`config.mk`:
```
export PLATFORM = sky130hd
export DESIGN_NAME = egg_countdown_flat
export DESIGN_NICKNAME = d
export VERILOG_FILES = /design/src/rtl/timer_pkg.sv /design/src/rtl/egg_countdown_if.sv /design/src/rtl/bcd_digit_dec.sv /design/src/rtl/egg_countdown.sv /design/src/flat_wrapper.sv
export SDC_FILE = /design/constraint.sdc
export NUM_CORES = 1
export LEC_CHECK = 0
export CAP_MARGIN = 20
export CORE_UTILIZATION = 35
export CTS_CLUSTER_SIZE = 30
export DETAILED_ROUTE_END_ITERATION = 8
export MAX_ROUTING_LAYER = met4
export PLACE_DENSITY = 0.63
export RECOVER_POWER = 100
export SYNTH_ARGS = -nofsm -noshare
export SYNTH_HDL_FRONTEND = slang
export SYNTH_SLANG_ARGS = --single-unit
```
`constraint.sdc`:
```
create_clock -name clk -period 2.6 [get_ports clk]
set_clock_uncertainty 0.1 [all_clocks]
set_input_delay 0.65 -clock clk [delete_from_list [all_inputs] [get_ports clk]]
set_output_delay 0.65 -clock clk [all_outputs]
set_load 0.01 [all_outputs]
```
`src/rtl/timer_pkg.sv`:
```
`default_nettype none
// ============================================================================
//  Module      : timer_pkg
//  Description : Shared definitions for the egg countdown timer.
//                - state_t     : FSM state encoding (IDLE, RUN, PAUSE, EXPIRED)
//                - c_max_ones  : wrap value of a ones digit on borrow
//                - c_max_tens  : wrap value of the seconds-tens digit on borrow
//                - c_zero_time : BCD MM:SS value meaning "time is up"
//  Revision    : 1.0 - initial release
// ============================================================================
package timer_pkg;

    typedef enum logic [1:0] {
        ST_IDLE    = 2'd0,
        ST_RUN     = 2'd1,
        ST_PAUSE   = 2'd2,
        ST_EXPIRED = 2'd3
    } state_t;

    localparam logic [3:0]  c_max_ones  = 4'h9;
    localparam logic [3:0]  c_max_tens  = 4'h5;
    localparam logic [15:0] c_zero_time = 16'h0000;

endpackage : timer_pkg
`default_nettype wire

```
`src/rtl/egg_countdown_if.sv`:
```
`default_nettype none
// ============================================================================
//  Module      : egg_countdown_if
//  Description : Control/status bundle of the egg countdown timer.
//                master : drives validTime, load, start, stop, ack, tick;
//                         observes timeLeft, running, alarm
//                slave  : the timer itself (mirror directions)
//  Revision    : 1.0 - initial release
// ============================================================================
interface egg_countdown_if;

    logic [15:0] validTime;   // BCD MM:SS preset
    logic        load;        // pulse: copy preset into the countdown
    logic        start;       // pulse: begin/resume counting
    logic        stop;        // pulse: pause counting
    logic        ack;         // pulse: silence the alarm
    logic        tick;        // 1 Hz enable (unused with TICK_GEN_EN)
    logic [15:0] timeLeft;    // BCD MM:SS remaining
    logic        running;     // high in RUN
    logic        alarm;       // high in EXPIRED

    modport master (
        output validTime, load, start, stop, ack, tick,
        input  timeLeft, running, alarm
    );

    modport slave (
        input  validTime, load, start, stop, ack, tick,
        output timeLeft, running, alarm
    );

endinterface : egg_countdown_if
`default_nettype wire

```
`src/rtl/bcd_digit_dec.sv`:
```
`default_nettype none
// ============================================================================
//  Module      : bcd_digit_dec
//  Description : One BCD digit of a borrow-chained decrementer.
//                digit_i  : current digit value
//                max_i    : value the digit wraps to when it borrows
//                borrow_i : decrement request from the lower digit
//                digit_o  : resulting digit
//                borrow_o : decrement request to the next higher digit
//                Values above max_i are decremented plainly (no clamping).
//  Revision    : 1.0 - initial release
// ============================================================================
module bcd_digit_dec (
    input  logic [3:0] digit_i,
    input  logic [3:0] max_i,
    input  logic       borrow_i,
    output logic [3:0] digit_o,
    output logic       borrow_o
);

    always_comb begin
        digit_o  = digit_i;
        borrow_o = 1'b0;
        if (borrow_i) begin
            if (digit_i == 4'h0) begin
                digit_o  = max_i;
                borrow_o = 1'b1;
            end else begin
                digit_o  = digit_i - 4'h1;
            end
        end
    end

endmodule : bcd_digit_dec
`default_nettype wire

```
`src/rtl/egg_countdown.sv`:
```
`default_nettype none
// ============================================================================
//  Module      : egg_countdown
//  Description : BCD MM:SS kitchen countdown timer with pause and alarm.
//                clk   : system clock, rising edge
//                rst_n : synchronous active-low reset
//                bus   : egg_countdown_if.slave (preset, control pulses,
//                        tick, timeLeft/running/alarm status)
//                Option macro TICK_GEN_EN: derive the 1 Hz tick internally
//                from a CLK_DIV prescaler that only counts in RUN; the tick
//                input is then ignored.
//  Revision    : 1.0 - initial release
// ============================================================================
module egg_countdown
    import timer_pkg::*;
#(
    parameter int unsigned CLK_DIV = 50000000
) (
    input  wire logic       clk,
    input  wire logic       rst_n,
    egg_countdown_if.slave  bus
);

    state_t      state_q, state_d;
    logic [15:0] time_q, time_d;
    logic        running_q, alarm_q;

    logic        w_tick;
    logic [15:0] w_time_dec;
    logic [4:0]  w_borrow;

    // ------------------------------------------------------------------
    // Tick source
    // ------------------------------------------------------------------
`ifdef TICK_GEN_EN
    localparam int              c_cnt_w    = (CLK_DIV > 1) ? $clog2(CLK_DIV) : 1;
    localparam logic [c_cnt_w-1:0] c_cnt_last = c_cnt_w'(CLK_DIV - 1);

    logic [c_cnt_w-1:0] presc_q, presc_d;

    // Held at zero outside RUN so every start/resume waits a full period.
    always_comb begin
        presc_d = presc_q;
        if (state_q != ST_RUN) begin
            presc_d = '0;
        end else if (presc_q == c_cnt_last) begin
            presc_d = '0;
        end else begin
            presc_d = presc_q + c_cnt_w'(1);
        end
    end

    always_ff @(posedge clk) begin
        if (!rst_n) begin
            presc_q <= '0;
        end else begin
            presc_q <= presc_d;
        end
    end

    assign w_tick = (state_q == ST_RUN) && (presc_q == c_cnt_last);

    wire w_unused_tick = bus.tick;
`else
    assign w_tick = bus.tick;

    localparam int unsigned c_unused_clk_div = CLK_DIV;
`endif

    // ------------------------------------------------------------------
    // One-second BCD decrement: sec ones, sec tens, min ones, min tens.
    // The min-tens wrap value is never reached because zero time leaves RUN.
    // ------------------------------------------------------------------
    assign w_borrow[0] = 1'b1;

    for (genvar gi = 0; gi < 4; gi++) begin : g_digit
        bcd_digit_dec u_dec (
            .digit_i  (time_q[gi*4 +: 4]),
            .max_i    ((gi == 1) ? c_max_tens : c_max_ones),
            .borrow_i (w_borrow[gi]),
            .digit_o  (w_time_dec[gi*4 +: 4]),
            .borrow_o (w_borrow[gi+1])
        );
    end

    wire w_unused_borrow = w_borrow[4];

    // ------------------------------------------------------------------
    // FSM next state
    // ------------------------------------------------------------------
    always_comb begin
        state_d = state_q;
        time_d  = time_q;
        case (state_q)
            ST_IDLE, ST_PAUSE: begin
                if (bus.load) begin
                    time_d  = bus.validTime;
                    state_d = ST_IDLE;
                end else if (bus.start && (time_q != c_zero_time)) begin
                    state_d = ST_RUN;
                end
            end
            ST_RUN: begin
                if (bus.stop) begin
                    state_d = ST_PAUSE;
                end else if (w_tick) begin
                    time_d = w_time_dec;
                    if (w_time_dec == c_zero_time) begin
                        state_d = ST_EXPIRED;
                    end
                end
            end
            ST_EXPIRED: begin
                if (bus.load) begin
                    time_d  = bus.validTime;
                    state_d = ST_IDLE;
                end else if (bus.ack) begin
                    state_d = ST_IDLE;
                end
            end
            default: begin
                state_d = ST_IDLE;
            end
        endcase
    end

    // Status outputs are registered from the next state so they line up
    // with state_q.
    always_ff @(posedge clk) begin
        if (!rst_n) begin
            state_q   <= ST_IDLE;
            time_q    <= c_zero_time;
            running_q <= 1'b0;
            alarm_q   <= 1'b0;
        end else begin
            state_q   <= state_d;
            time_q    <= time_d;
            running_q <= (state_d == ST_RUN);
            alarm_q   <= (state_d == ST_EXPIRED);
        end
    end

    assign bus.timeLeft = time_q;
    assign bus.running  = running_q;
    assign bus.alarm    = alarm_q;

endmodule : egg_countdown
`default_nettype wire

```
`src/flat_wrapper.sv`:
```
// flat-port wrapper written by rule: the top's interface ports become plain ports
module egg_countdown_flat import timer_pkg::*;
#(
    parameter int unsigned CLK_DIV = 50000000
)
  (clk, rst_n, bus_validTime, bus_load, bus_start, bus_stop, bus_ack, bus_tick, bus_timeLeft, bus_running, bus_alarm);
  egg_countdown_if bus_i ();
  input  wire logic clk;
  input  wire logic rst_n;
  input wire logic [$bits(bus_i.validTime)-1:0] bus_validTime;
  input wire logic [$bits(bus_i.load)-1:0] bus_load;
  input wire logic [$bits(bus_i.start)-1:0] bus_start;
  input wire logic [$bits(bus_i.stop)-1:0] bus_stop;
  input wire logic [$bits(bus_i.ack)-1:0] bus_ack;
  input wire logic [$bits(bus_i.tick)-1:0] bus_tick;
  output wire logic [$bits(bus_i.timeLeft)-1:0] bus_timeLeft;
  output wire logic [$bits(bus_i.running)-1:0] bus_running;
  output wire logic [$bits(bus_i.alarm)-1:0] bus_alarm;
  assign bus_i.validTime = bus_validTime;
  assign bus_i.load = bus_load;
  assign bus_i.start = bus_start;
  assign bus_i.stop = bus_stop;
  assign bus_i.ack = bus_ack;
  assign bus_i.tick = bus_tick;
  assign bus_timeLeft = bus_i.timeLeft;
  assign bus_running = bus_i.running;
  assign bus_alarm = bus_i.alarm;
  egg_countdown #(.CLK_DIV(CLK_DIV)) u_core (.clk(clk), .rst_n(rst_n), .bus(bus_i));
endmodule
```
### After elaboration in Yosys (flattened, before gate mapping)

Index checks and enable logic that the tools add are counted.

| word-level totals | value |
|---|---|
| register bits after elaboration | 20 |
| bits of input ports | 23 |

| operators by class | value |
|---|---|
| multiplexer cells | 24 |
| add/sub/neg operators | 4 |
| reductions and logical operators | 11 |
| eq/ne operators | 8 |

Operator list:

| kind | count |
|---|---|
| 16-bit two-way mux | 3 |
| 16-bit case mux with 2 select lines | 1 |
| 4-bit two-way mux | 7 |
| 16-bit logical NOT | 1 |
| 4-bit logical NOT | 4 |
| 16-bit nonzero test | 1 |
| 4-bit by 1-bit subtractor with 4-bit output, second input constant | 4 |
| 2-bit two-way mux | 7 |
| 2-bit equality test, second input constant | 3 |
| 2-bit case mux with 3 select lines | 1 |
| 1-bit two-way mux | 5 |
| 2-bit by 1-bit equality test with 1-bit output, second input constant | 2 |
| 2-bit inequality test, second input constant | 2 |
| 3-bit AND reduction | 1 |
| 3-bit OR reduction | 1 |
| 2-bit logical NOT | 1 |
| 2-bit by 1-bit inequality test with 1-bit output, second input constant | 1 |
| 2-bit OR reduction | 1 |
| 1-bit logical AND | 1 |

### Longest topological paths before layout

| depth | value |
|---|---|
| depth in word-level cells | 11 |
| depth in mapped cells | 7 |
| mapped depth without buffers | 4 |

### By module

A second synthesis with hierarchy kept.

| second synthesis, totals | value |
|---|---|
| cell total of the unflattened synthesis | 200 |
| area total of the unflattened synthesis | 1716.6 µm² |

Modules (own cells, without submodules):

| module | seq. area each (µm²) | times used | cells an instance | area an instance (µm²) |
|---|---|---|---|---|
| egg_countdown | 400.4 | 1 | 108 | 1076.0 |
| bcd_digit_dec | 0.0 | 4 | 23 | 160.2 |

### Least setup slack after synthesis

OpenSTA, ideal clock, no wires.

| path | value |
|---|---|
| kind | flip-flop to flip-flop |
| from | register u_core.time_q[0] (netlist: u_core.bus.timeLeft[0]) |
| to | register u_core.time_q[14] (netlist: u_core.bus.timeLeft[14]) |
| cell stages (with the launch flop) | 7 |
| data required time | 2.423 ns |
| arrival | 2.240 ns |
| library setup time | 0.077 ns |
| clock period less this slack | 2.417 ns |
| slack | 0.183 ns |
| cells stage by stage | dfxtp_1 buf_6 or4_4 buf_6 or4_4 or4b_4 a41oi_2 |

| between the ends | value |
|---|---|
| word-level cells in the longest chain between the ends | 8 |

Ends and longest elaborated chain:

| what | line | source |
|---|---|---|
| from (decl) | egg_countdown.sv:25 | `logic [15:0] time_q, time_d;` |
| from (signal assigned) | egg_countdown.sv:132 | `time_q <= c_zero_time;` |
| from (signal assigned) | egg_countdown.sv:137 | `time_q <= time_d;` |
| 4-bit logical NOT | bcd_digit_dec.sv:25 | `if (digit_i == 4'h0) begin` |
| 1-bit two-way mux | bcd_digit_dec.sv:25 |  |
| 1-bit two-way mux (2 in series) | bcd_digit_dec.sv:24 | `if (borrow_i) begin` |
| 4-bit two-way mux | bcd_digit_dec.sv:24 |  |
| 16-bit two-way mux | egg_countdown.sv:106 | `end else if (w_tick) begin` |
| 16-bit two-way mux | egg_countdown.sv:104 | `if (bus.stop) begin` |
| 16-bit case mux with 2 select lines | egg_countdown.sv:94 | `case (state_q)` |

Every way passes these cells. The select of a mux whose other input is x is not followed.
A chain may end at the register's enable or synchronous reset.

### Worst setup path after layout

| path | value |
|---|---|
| from | register u_core.time_q[4] (netlist: u_core.bus.timeLeft[4]) |
| to | register u_core.time_q[14] (netlist: u_core.bus.timeLeft[14]) |

The elaborated chain is that of the path after synthesis.

==> load_flow_metrics.sql <==
INSERT INTO impl_metrics (metric_group, metric, value, unit) VALUES
('logic_synthesis', 'synth_async_sr_flop_share', '0', ''),
('logic_synthesis', 'synth_seq_area_share', '0.317', ''),
('floorplan', 'fp.dieH', '62.1', 'um'),
('clocking', 'ctsLongestPathBuffers', '2', ''),
('timing', 'timing.setup.tns', '0', 'ns'),
('layout', 'finalNetCount', '232', ''),
('logic_synthesis', 'average_footprint_of_a_synthesized_cell', '7.67', 'um^2'),
('timing', 'slew_headroom', '0.578', ''),
('timing', 'final.min_clock_period', '2.43', 'ns'),
('timing', 'setup_viol', '0', ''),
('floorplan', 'die_w', '62.1', 'um'),
('logic_synthesis', 'post_synth_main_area_contributors', 'sky130_fd_sc_hd__dfxtp_1 32%, sky130_fd_sc_hd__a21oi_1 5.5%, sky130_fd_sc_hd__o21ai_0 5.1%, sky130_fd_sc_hd__nand3_1 3.6%, sky130_fd_sc_hd__clkbuf_1 3.3%', ''),
('route', 'drt_pass1_iterations', '4', ''),
('critical_path', 'r2r_slack', '0.17', 'ns'),
('layout', 'layout.cell_area.non_filler', '1770', 'um^2'),
('clocking', 'cts-htree-levels', '1', ''),
('route', 'met3_wire_length', '223', 'um'),
('floorplan', 'core_area', '3390', 'um^2'),
('layout', 'layout.cells.most_common', 'sky130_fd_sc_hd__clkdlybuf4s50_1', ''),
('clocking', 'post_cts_resized', '0', ''),
('route', 'dr_total_vias', '1452', ''),
('grt', 'grt_first_pass_wirelength', '6490', 'um'),
('logic_synthesis', 'syn-num-nets', '188', ''),
('clocking', 'clock_tree_from_tritoncts', 'built', ''),
('critical_path', 'critical_path_type', 'reg2reg', ''),
('critical_path', 'largest_driver_fanout_on_the_critical_path', '6', ''),
('timing', 'finalCritPeriodShare', '0.936', ''),
('grt', 'grt_overflow', '0', ''),
('logic_synthesis', 'synth_area', '1260', 'um^2'),
('place', 'total_of_buffers_placed_on_input_and_output_ports', '40', ''),
('place', 'placedInstanceArea', '1750', 'um^2'),
('route', 'wl_met2', '1750', 'um'),
('clocking', 'cts_num_sinks', '20', ''),
('critical_path', 'worstPathArrival', '2.58', 'ns'),
('layout', 'fillCellCount', '344', ''),
('logic_synthesis', 'synthesis.yosys.warnings', '0', ''),
('layout', 'drive_above_1_share', '0.0913', ''),
('layout', 'mostFrequentLayoutCells', '21 x sky130_fd_sc_hd__clkdlybuf4s50_1, 20 x sky130_fd_sc_hd__dfxtp_1, 19 x sky130_fd_sc_hd__dlygate4sd3_1, 14 x sky130_fd_sc_hd__o21ai_0, 14 x sky130_fd_sc_hd__a21oi_1', ''),
('clocking', 'cts_hold_repair.buffers', '0', ''),
('route', 'wirelength', '3810', 'um'),
('floorplan', 'initial_utilization', '0.373', ''),
('grt', 'grt_use_total', '0.210', ''),
('grt', 'vias_in_the_first_global_route', '1438', ''),
('critical_path', 'worst_path_required_time', '2.74', 'ns'),
('worst_hold_path', 'min-delay-path-class', 'reg2reg', ''),
('clocking', 'ctsRootBufferMaster', 'sky130_fd_sc_hd__clkbuf_4', ''),
('logic_synthesis', 'synthFlopType', 'sky130_fd_sc_hd__dfxtp_1', ''),
('critical_path', 'timing.critical_path.to_type', 'flip-flop', ''),
('route', 'detail_route.drc_violations', '0', ''),
('floorplan', 'io_pins', '41', ''),
('route', 'antenna_left', '0', ''),
('timing', 'worstMarginPinSlew', '0.627', 'ns'),
('grt', 'grt_start_max_net_pins', '14', ''),
('power', 'peak_vdd_ir', '203', 'uV'),
('logic_synthesis', 'netlist-cell-type-count', '46', ''),
('clocking', 'cts.repair_timing.setup_buffer_count', '0', ''),
('timing', 'setup_repair_after_global_routing_missed_its_margin', 'no', ''),
('logic_synthesis', 'postSynthRegisterBits', '20', ''),
('timing', 'timing_hold_violations_final', '0', ''),
('run_status', 'status', 'completed', ''),
('timing', 'max_clock_freq', '411', 'MHz'),
('route', 'wl_met1', '1800', 'um'),
('timing', 'slew_violations', '0', ''),
('place', 'place_hpwl', '2750', 'um'),
('layout', 'areaGrowthSynthToFinish', '40.1', '%'),
('route', 'initial_drc_count', '136', ''),
('job', 'maxCapViolCount', '0', ''),
('route', 'via_per_inst', '5.72', ''),
('layout', 'n_antenna_cell', '0', ''),
('power', 'pd_cells', '460', 'nW/um^2'),
('clocking', 'insertion_delay', '0.31', 'ns');
==> flip-flops by register name, summed over array words and instances, names as in the netlist <==
name                 flops
u_core.bus.timeLeft     16
u_core.state_q           2
u_core.bus.alarm         1
u_core.bus.running       1
==> synthesized netlist by cell type (all sizes together) (4+ instances only) <==
cell and n:
nor4 5, and2 4, o21ai 14, a21oi 14, nand2b 4, nand2 11
inv 6, clkbuf 11, a211oi 4, nand3 9, nor3 6, dfxtp 20
or4 4, nor2 10
==> metrics by stage <==
stage / total power (W) / hold slack [ns] / cells / utilization / setup slack (ns)
2_1_floorplan: 0.000518 / 0.399 / 165 / - / 0.183
3_3_place_gp: 0.000637 / 0.386 / 250 / 0.516 / 0.219
3_5_place_dp: 0.000642 / 0.394 / 250 / 0.516 / 0.143
4_1_cts: 0.000832 / 0.417 / 254 / 0.527 / 0.207
5_1_grt: 0.000864 / 0.449 / 254 / 0.523 / 0.0853
6_report: 0.000815 / 0.416 / 254 / 0.523 / 0.166
==> final timing paths <==
kind	from	to	cells after the start
max	u_core.bus.timeLeft[4]$_SDFFE_PN0P_	u_core.bus.timeLeft[14]$_SDFFE_PN0P_	4
min	u_core.bus.timeLeft[6]$_SDFFE_PN0P_	u_core.bus.timeLeft[6]$_SDFFE_PN0P_	2
max reg2reg	u_core.bus.timeLeft[4]$_SDFFE_PN0P_	u_core.bus.timeLeft[14]$_SDFFE_PN0P_	4
min reg2reg	u_core.bus.timeLeft[6]$_SDFFE_PN0P_	u_core.bus.timeLeft[6]$_SDFFE_PN0P_	2
==> per-layer routing <==
layer	GRT usage	up-vias
li1	-	710
met1	0.270	683
met2	0.339	55
met3	0.0221	4
met4	0.0785	0
met5	-	-
==> report_power, final <==
part | internal, W | leakage, nW | switching (W) | total [W]
combinational | 0.000127 | 0.483 | 0.000133 | 0.000260
clock | 0.0000855 | 0.0210 | 0.000107 | 0.000192
sequential | 0.000330 | 0.164 | 0.0000334 | 0.000363
total | 0.000542 | 0.669 | 0.000273 | 0.000815
==> worst max-delay path: stages (launching register included) <==
cell and delay (ns):
sky130_fd_sc_hd__dfxtp_1 0.37, sky130_fd_sc_hd__or4_1 0.62, sky130_fd_sc_hd__or4_1 0.60, sky130_fd_sc_hd__or4b_4 0.51, sky130_fd_sc_hd__a41oi_2 0.16
==> kinds of logic after synthesis <==
| family | share of synthesized area |
|---|---|
| flops | 0.317 |
| buf+inv | 0.0682 |
| compound gates | 0.313 |
| simple gates | 0.303 |
==> layout make-up <==
type	count	area (um^2)	area share
tap	46	57.6	0.0325
multi-input combinational	126	774	0.437
inverter	6	22.5	0.0127
timing repair buffer	52	480	0.271
clock buffer	4	36.3	0.0205
sequential	20	400	0.226
Power figures use the tool's default switching activity.
